**src/rtl/long_prim_seq.sv**
```systemverilog
// Stimulus sequencer for the XOR/NOT primitive chain: drives LFSR vectors,
// waits a settle time, checks each result against a closed form and signs it.
module long_prim_seq #(
    parameter int          IO_PAIRS = 4,
    parameter int          DEPTH    = 8,
    parameter int          NUM_VEC  = 16,
    parameter int          SETTLE   = 2,
    parameter logic [31:0] SEED     = 32'h0000_0001
) (
    input  logic                  clk,
    input  logic                  rst,
    input  logic                  start,
    input  logic                  abort,
    output logic                  busy,
    output logic                  done,
    output logic [2*IO_PAIRS-1:0] dut_in,
    input  logic [2*IO_PAIRS-1:0] dut_out,
    output logic [15:0]           vec_count,
    output logic [15:0]           err_count,
    output logic [15:0]           first_err,
    output logic [2*IO_PAIRS-1:0] signature
);

    localparam int          W    = 2 * IO_PAIRS;
    localparam logic [31:0] MASK = 32'h8020_0003;
    localparam logic [1:0]  DEP  = 2'(DEPTH % 4);

    typedef enum logic [2:0] {
        S_IDLE,
        S_APPLY,
        S_SETTLE,
        S_CHECK,
        S_DONE
    } state_t;

    state_t        state_q, state_d;
    logic          busy_q, busy_d;
    logic          done_q, done_d;
    logic [W-1:0]  dut_in_q, dut_in_d;
    logic [15:0]   vec_q, vec_d;
    logic [15:0]   err_q, err_d;
    logic [15:0]   first_q, first_d;
    logic [W-1:0]  sig_q, sig_d;
    logic [31:0]   lfsr_q, lfsr_d;
    logic [7:0]    cnt_q, cnt_d;

    logic [W-1:0]  exp_v;
    logic [15:0]   vec_inc;
    logic [31:0]   lfsr_nx;
    logic          in_run;

    // Only DEPTH mod 4 matters: the chain collapses to this per-lane form.
    always_comb begin
        exp_v = '0;
        for (int j = 0; j < IO_PAIRS; j++) begin
            exp_v[2*j]   = dut_in_q[2*j] ^ DEP[0];
            exp_v[2*j+1] = dut_in_q[2*j+1] ^ DEP[1]
                         ^ (DEP[0] & dut_in_q[2*j]);
        end
    end

    assign vec_inc = vec_q + 16'd1;
    assign lfsr_nx = (lfsr_q >> 1) ^ (lfsr_q[0] ? MASK : 32'h0);
    assign in_run  = (state_q == S_APPLY) || (state_q == S_SETTLE)
                  || (state_q == S_CHECK);

    always_comb begin
        state_d  = state_q;
        busy_d   = busy_q;
        done_d   = 1'b0;
        dut_in_d = dut_in_q;
        vec_d    = vec_q;
        err_d    = err_q;
        first_d  = first_q;
        sig_d    = sig_q;
        lfsr_d   = lfsr_q;
        cnt_d    = cnt_q;
        unique case (state_q)
            S_IDLE: begin
                if (start) begin
                    vec_d   = '0;
                    err_d   = '0;
                    sig_d   = '0;
                    first_d = 16'hFFFF;
                    lfsr_d  = SEED;
                    busy_d  = 1'b1;
                    state_d = S_APPLY;
                end
            end
            S_APPLY: begin
                dut_in_d = lfsr_q[W-1:0];
                cnt_d    = 8'(SETTLE);
                state_d  = (SETTLE > 0) ? S_SETTLE : S_CHECK;
            end
            S_SETTLE: begin
                cnt_d = cnt_q - 8'd1;
                if (cnt_q == 8'd1) state_d = S_CHECK;
            end
            S_CHECK: begin
                if (dut_out != exp_v) begin
                    if (err_q != 16'hFFFF) err_d = err_q + 16'd1;
                    if (first_q == 16'hFFFF) first_d = vec_q;
                end
                sig_d  = {sig_q[W-2:0], sig_q[W-1]} ^ dut_out;
                vec_d  = vec_inc;
                lfsr_d = lfsr_nx;
                if (vec_inc == 16'(NUM_VEC)) begin
                    state_d = S_DONE;
                    busy_d  = 1'b0;
                    done_d  = 1'b1;
                end else begin
                    state_d = S_APPLY;
                end
            end
            S_DONE: state_d = S_IDLE;
            default: state_d = S_IDLE;
        endcase
        // Abort beats completion; the CHECK updates above still land.
        if (abort && in_run) begin
            state_d = S_IDLE;
            busy_d  = 1'b0;
            done_d  = 1'b0;
        end
    end

    always_ff @(posedge clk or posedge rst) begin
        if (rst) begin
            state_q  <= S_IDLE;
            busy_q   <= 1'b0;
            done_q   <= 1'b0;
            dut_in_q <= '0;
            vec_q    <= '0;
            err_q    <= '0;
            first_q  <= 16'hFFFF;
            sig_q    <= '0;
            lfsr_q   <= SEED;
            cnt_q    <= '0;
        end else begin
            state_q  <= state_d;
            busy_q   <= busy_d;
            done_q   <= done_d;
            dut_in_q <= dut_in_d;
            vec_q    <= vec_d;
            err_q    <= err_d;
            first_q  <= first_d;
            sig_q    <= sig_d;
            lfsr_q   <= lfsr_d;
            cnt_q    <= cnt_d;
        end
    end

    assign busy      = busy_q;
    assign done      = done_q;
    assign dut_in    = dut_in_q;
    assign vec_count = vec_q;
    assign err_count = err_q;
    assign first_err = first_q;
    assign signature = sig_q;

endmodule

```
**config.mk**
```make
export PLATFORM = sky130hd
export DESIGN_NAME = long_prim_seq
export DESIGN_NICKNAME = d
export VERILOG_FILES = /design/src/rtl/long_prim_seq.sv
export SDC_FILE = /design/constraint.sdc
export NUM_CORES = 1
export LEC_CHECK = 0
export ABC_AREA = 0
export BUFFER_PORTS_ARGS = -buffer_cell sky130_fd_sc_hd__buf_2
export CORE_MARGIN = 10
export CORE_UTILIZATION = 60
export CTS_CLUSTER_DIAMETER = 60
export DETAILED_ROUTE_END_ITERATION = 10
export GPL_TIMING_DRIVEN = 0
export HOLD_SLACK_MARGIN = 0.15
export PLACE_DENSITY_LB_ADDON = 0.25
export SYNTH_ARGS = -nofsm -noshare
export SYNTH_HDL_FRONTEND = slang
export SYNTH_SLANG_ARGS = --single-unit
```
**constraint.sdc**
```tcl
create_clock -name clk -period 9.05 [get_ports clk]
set_clock_uncertainty 0.15 [all_clocks]
set_input_delay 1.81 -clock clk [delete_from_list [all_inputs] [get_ports clk]]
set_output_delay 1.81 -clock clk [all_outputs]
set_load 0.02 [all_outputs]
```
==> impl_metrics.env, run 1 <==
export IMPL_status="completed"
export IMPL_via_per_inst=6.28
export IMPL_grt_usage=0.200
export IMPL_place_congestion=0.900
export IMPL_cts_resized=0
export IMPL_cp_common_cell="buf_2"
export IMPL_place_area_um2=5690
export IMPL_cp_required_ns=9.19
export IMPL_antenna_found_initial=0
export IMPL_syn_area_um2=5140
export IMPL_r2r_cells=6
export IMPL_drc=0
export IMPL_hp_class="register to register"
export IMPL_synth_seq_cells=109
export IMPL_min_period_ns=3.84
export IMPL_ys_types=47
export IMPL_routed_wl_mm=13.0
export IMPL_core_um2=8300
export IMPL_cp_slowest_cell="nor4_1"
export IMPL_ys_flop_type="dfrtp_1"
export IMPL_slowest_delay_ns=0.60
export IMPL_worstReg2RegStart="vec_count[0]"
export IMPL_clock_path_buffers=2
export IMPL_htree_levels=3
export IMPL_dp_slack_ns=4.92
export IMPL_drv_cap=0
export IMPL_yosysSeqAreaShare=0.534
export IMPL_tritoncts="built"
export IMPL_fin_util=0.710
export IMPL_synth_edf_count=0
export IMPL_post_cts_buffers=0
export IMPL_ant_nets=0
export IMPL_design_area_um2=5890
export IMPL_n_fill_cell=632
export IMPL_cts_hold_buf=0
export IMPL_final_hold_violation_count=0
export IMPL_grt_pass1_wl_mm=21.4
export IMPL_yosysTopAreaCellShare=0.448
export IMPL_crit_arrival_ns=3.97
export IMPL_insertedDiodeCount=0
export IMPL_synth_area_top_cells="dfrtp_1, dfstp_2, a22o_1"
export IMPL_final_setup_viol_count=0
export IMPL_min_period_over_period=0.424
export IMPL_synth_area_leader_cell="dfrtp_1"
export IMPL_portBuffers=77
export IMPL_initial_core_util=0.620
export IMPL_grt_pass1_vias=4373
export IMPL_hold_slack_ns=0.333
export IMPL_die_area_um2=12700
export IMPL_ios=78
export IMPL_worstPathCellList="buf_2 > xor2_1 > nor4_1 > a31o_1 > buf_2 > clkbuf_1 > o31ai_1 > a21oi_1"
export IMPL_ys_async_sr_fraction=1.00
export IMPL_synth_most_common_cell="dfrtp_1"
export IMPL_crit_fanout=10
export IMPL_fin_ws_ns=5.21
export IMPL_final_max_slew_violation_count=0
export IMPL_worstSetupEndpointType="register"
export IMPL_slew_headroom=0.411
export IMPL_yosys_warnings=0
export IMPL_ir_worst_vdd_v=0.000151
export IMPL_rows=33
export IMPL_nets=608
export IMPL_fmax_mhz=261
export IMPL_finalSetupTns_ns=0
export IMPL_die_h_um=113
export IMPL_netlist_instances=503
export IMPL_start_kind="input pin"
export IMPL_grt_max_degree=63
export IMPL_ys_top_cells_by_count="dfrtp_1, nand2_1, o21ai_0"
export IMPL_fp_dieW_um=113
export IMPL_root_buffer="clkbuf_8"
export IMPL_layout_area_overhead_vs_synth_pct=14.5
export IMPL_path_class="input pin to register"
export IMPL_dr_pass1_iters=6
export IMPL_clock_sinks=109
export IMPL_crit_start="dut_out[3]"
export IMPL_rsz0062_at_grt="no"
export IMPL_syn_nets=519
export IMPL_vias=4408
export IMPL_worstSkewPairLatency_ns=0.38
export IMPL_synth_area_per_cell_um2=10.2
export IMPL_numCtsBuffers=9
export IMPL_dp_hpwl_mm=9.26
export IMPL_p_per_area_nw_per_um2=261
export IMPL_path_clk_slew_ns=0.10
export IMPL_wl_per_cell_um=18.5
export IMPL_worst_pin_slew_ns=0.879
export IMPL_final_layout_size_suffix_gt1_frac=0.226
export IMPL_cellLeakagePower_uw=0.00272
export IMPL_hold_depth=2
export IMPL_grt_overflow_total=0
export IMPL_drtIter0Drc=405
export IMPL_min_delay_start="first_err[15]"
==> logic make-up (layout without fill, tap and decap cells) <==
group                    Yosys count  after routing  share of synthesized area
AO/OA/AOI/OAI                    145            145                      0.185
XOR/XNOR                          27             27                     0.0460
adder cells (fa/ha/maj)            4              4                    0.00973
buffers and inverters             48            142                     0.0375
flip-flops                       109            109                      0.534
multiplexers                      16             16                     0.0336
AND/OR/NAND/NOR                  154            154                      0.154
==> stage by stage <==
| stage | total power [uW] | instances |
|---|---|---|
| floorplan | 1050 | 503 |
| global route | 1630 | 702 |
| detailed placement | 1240 | 686 |
| global placement | 1220 | 685 |
| finish | 1540 | 702 |
| CTS | 1540 | 702 |
==> sequential cells by signal, indices dropped and copies added, names as in the netlist <==
signal,count
lfsr_q,32
err_count,16
first_err,16
vec_count,16
cnt_q,8
dut_in,8
signature,8
state_q,3
busy,1
done,1
==> path summary, 6_finish.rpt <==
kind,to,slack (ns)
worst max register to register,done,6.11
worst min register to register,first_err[15],0.33
min in group asynchronous,vec_count[0],1.35
worst min-delay path,first_err[15],0.33
worst max-delay path,err_count[13],5.21
max in group asynchronous,lfsr_q[0],6.63
==> layer usage <==
metal | wire length (um) | global-route usage
met2 | 5990 | 0.311
met5 | 0 | 0
met3 | 1070 | 0.0474
met1 | 5670 | 0.262
met4 | 281 | 0.0821
==> layout by cell type (no fill, tap or decap), drive strengths merged, types with 15 or more instances in the layout <==
master and count:
nor2 32, xnor2 17, nand4 15, a22o 30, nand3 25, nand2 39, inv 22, buf 84
clkbuf 32, a21oi 36, dfrtp 92, o21ai 37, dfstp 17
==> where the power goes <==
part | leakage (uW) | total, uW | internal [uW] | switching [uW]
clock | 0.0000935 | 301 | 131 | 171
combinational | 0.00118 | 566 | 183 | 383
sequential | 0.00144 | 671 | 590 | 81.4
total | 0.00272 | 1540 | 904 | 635
==> critical path, delay by kind of cell <==
kind            cells  cell delay (ns)
simple gates        1             0.60
compound gates      3             0.65
buf+inv             3             0.74
xor+xnor            1             0.17
==> area by class of cell <==
| type | instances | area [um^2] | share of cell area |
|---|---|---|---|
| flip-flops and latches | 109 | 2750 | 0.467 |
| multi-input cells | 346 | 2200 | 0.374 |
| repair buffers | 78 | 413 | 0.0701 |
| well taps | 105 | 131 | 0.0223 |
| clock buffers | 10 | 128 | 0.0217 |
| plain buffers | 28 | 118 | 0.0200 |
| inverters | 20 | 77.6 | 0.0132 |
| clock inverters | 6 | 71.3 | 0.0121 |
Power figures use the tool's default switching activity.
==> run 2: changes to the inputs <==
--- a/config.mk
+++ b/config.mk
@@ -8,7 +8,7 @@
 export ABC_AREA = 0
 export BUFFER_PORTS_ARGS = -buffer_cell sky130_fd_sc_hd__buf_2
 export CORE_MARGIN = 10
-export CORE_UTILIZATION = 60
+export CORE_UTILIZATION = 57
 export CTS_CLUSTER_DIAMETER = 60
 export DETAILED_ROUTE_END_ITERATION = 10
 export GPL_TIMING_DRIVEN = 0
==> constraint.sdc (replaced) <==
create_clock -name clk -period 3.8 [get_ports clk]
set_clock_uncertainty 0.15 [all_clocks]
set_input_delay 0.76 -clock clk [delete_from_list [all_inputs] [get_ports clk]]
set_output_delay 0.76 -clock clk [all_outputs]
set_load 0.02 [all_outputs]
==> impl_metrics.env, run 2 (synthesized netlist as in run 1, its figures left out) <==
export IMPL_design_area_um2=5880
export IMPL_path_class="register to register"
export IMPL_ant_nets=0
export IMPL_worstSetupEndpointType="register"
export IMPL_fmax_mhz=334
export IMPL_min_period_ns=2.99
export IMPL_worstSkewPairLatency_ns=0.37
export IMPL_final_setup_viol_count=0
export IMPL_via_per_inst=6.20
export IMPL_grt_max_degree=72
export IMPL_antenna_found_initial=0
export IMPL_cellLeakagePower_uw=0.00272
export IMPL_nets=608
export IMPL_crit_fanout=8
export IMPL_worst_pin_slew_ns=0.815
export IMPL_grt_pass1_wl_mm=21.9
export IMPL_dp_hpwl_mm=9.49
export IMPL_final_hold_violation_count=0
export IMPL_htree_levels=3
export IMPL_drv_cap=0
export IMPL_cp_required_ns=3.89
export IMPL_ios=78
export IMPL_post_cts_buffers=0
export IMPL_die_area_um2=13200
export IMPL_min_period_over_period=0.787
export IMPL_root_buffer="clkbuf_8"
export IMPL_grt_overflow_total=0
export IMPL_clock_path_buffers=2
export IMPL_crit_arrival_ns=3.08
export IMPL_tritoncts="built"
export IMPL_layout_area_overhead_vs_synth_pct=14.4
export IMPL_routed_wl_met2_mm=6.09
export IMPL_dr_pass1_iters=5
export IMPL_met1_length_mm=5.71
export IMPL_insertedDiodeCount=0
export IMPL_final_layout_size_suffix_gt1_frac=0.228
export IMPL_largest_register="lfsr_q"
export IMPL_clock_sinks=109
export IMPL_place_area_um2=5690
export IMPL_wl_per_cell_um=18.5
export IMPL_cts_resized=0
export IMPL_worstReg2RegStart="vec_count[0]"
export IMPL_hold_slack_ns=0.258
export IMPL_rows=34
export IMPL_core_um2=8760
export IMPL_drc=0
export IMPL_portBuffers=77
export IMPL_numCtsBuffers=9
export IMPL_grt_usage=0.202
export IMPL_wl_met3_mm=1.03
export IMPL_final_max_slew_violation_count=0
export IMPL_slew_headroom=0.454
export IMPL_largest_reg_flops=32
export IMPL_place_congestion=0.886
export IMPL_fp_dieW_um=115
export IMPL_rsz0062_at_grt="no"
export IMPL_power_total_uw=3620
export IMPL_register_area_um2=2750
export IMPL_r2r_setup_slack_ns=0.81
export IMPL_highest_layer="met4"
export IMPL_ir_worst_vdd_v=0.000304
export IMPL_grt_pass1_vias=4429
export IMPL_hp_class="input pin to async pin"
export IMPL_r2r_end="done"
export IMPL_initial_core_util=0.587
export IMPL_r2r_cells=6
export IMPL_routed_wl_mm=13.0
export IMPL_final_cell_mix="dfrtp_1, buf_2, nand2_1"
export IMPL_drtIter0Drc=361
export IMPL_layout_commonest_cell="dfrtp_1"
export IMPL_vias=4373
export IMPL_n_fill_cell=694
export IMPL_cts_hold_buf=0
export IMPL_multi_input_area_um2=2200
export IMPL_die_h_um=115
export IMPL_start_kind="register"
export IMPL_p_per_area_nw_per_um2=614
export IMPL_status="completed"
export IMPL_path_clk_slew_ns=0.11
## run 2: worst max path at each step
stage / startpoint / to / slack [ns] / cells past startpoint
2_1_floorplan: rst / busy / 0.04 / 1
6_report: vec_count[0] / done / 0.81 / 6
3_3_place_gp: rst / err_count[12] / -1.09 / 2
5_1_grt: vec_count[0] / done / 0.60 / 6
4_1_cts: vec_count[0] / done / 0.85 / 6
3_5_place_dp: dut_out[5] / err_count[6] / 0.72 / 8
## run 2: worst max-delay path: stages (launching register included)
cell and delay (ns):
dfrtp_1 0.49, ha_1 0.29, nand3_1 0.31, or4_1 0.59
a221oi_1 0.47, nand3_1 0.17, nor4_1 0.39
## run 2: layout make-up
| type | count | share of cell area |
|---|---|---|
| Buffer | 28 | 0.0200 |
| Clock buffer | 9 | 0.0211 |
| Clock inverter | 7 | 0.0111 |
| Inverter | 20 | 0.0132 |
| Multi-Input combinational cell | 346 | 0.374 |
| Sequential cell | 109 | 0.467 |
| Tap cell | 108 | 0.0230 |
| Timing Repair Buffer | 78 | 0.0702 |
## run 2: routing by layer
metal  global-route usage  vias to the layer above
li1                     -                     2036
met1                0.264                     2144
met2                0.320                      172
met3               0.0552                       21
met4               0.0652                        0
met5                    0                        -
## run 2: where the power goes
group	switching [uW]	leakage [uW]	internal, uW
sequential	194	0.00144	1400
clock	419	0.0000943	255
combinational	907	0.00118	436
total	1520	0.00272	2090
## run 2: stage by stage
step | setup TNS [ns] | std cells | setup slack, ns | utilization
after floorplan | 0 | 503 | 0.0442 | -
after CTS | 0 | 705 | 0.853 | 0.671
final | 0 | 705 | 0.809 | 0.671
after global placement | -99.93 | 688 | -1.09 | 0.646
after global routing | 0 | 705 | 0.598 | 0.671
after detailed placement | 0 | 689 | 0.718 | 0.650
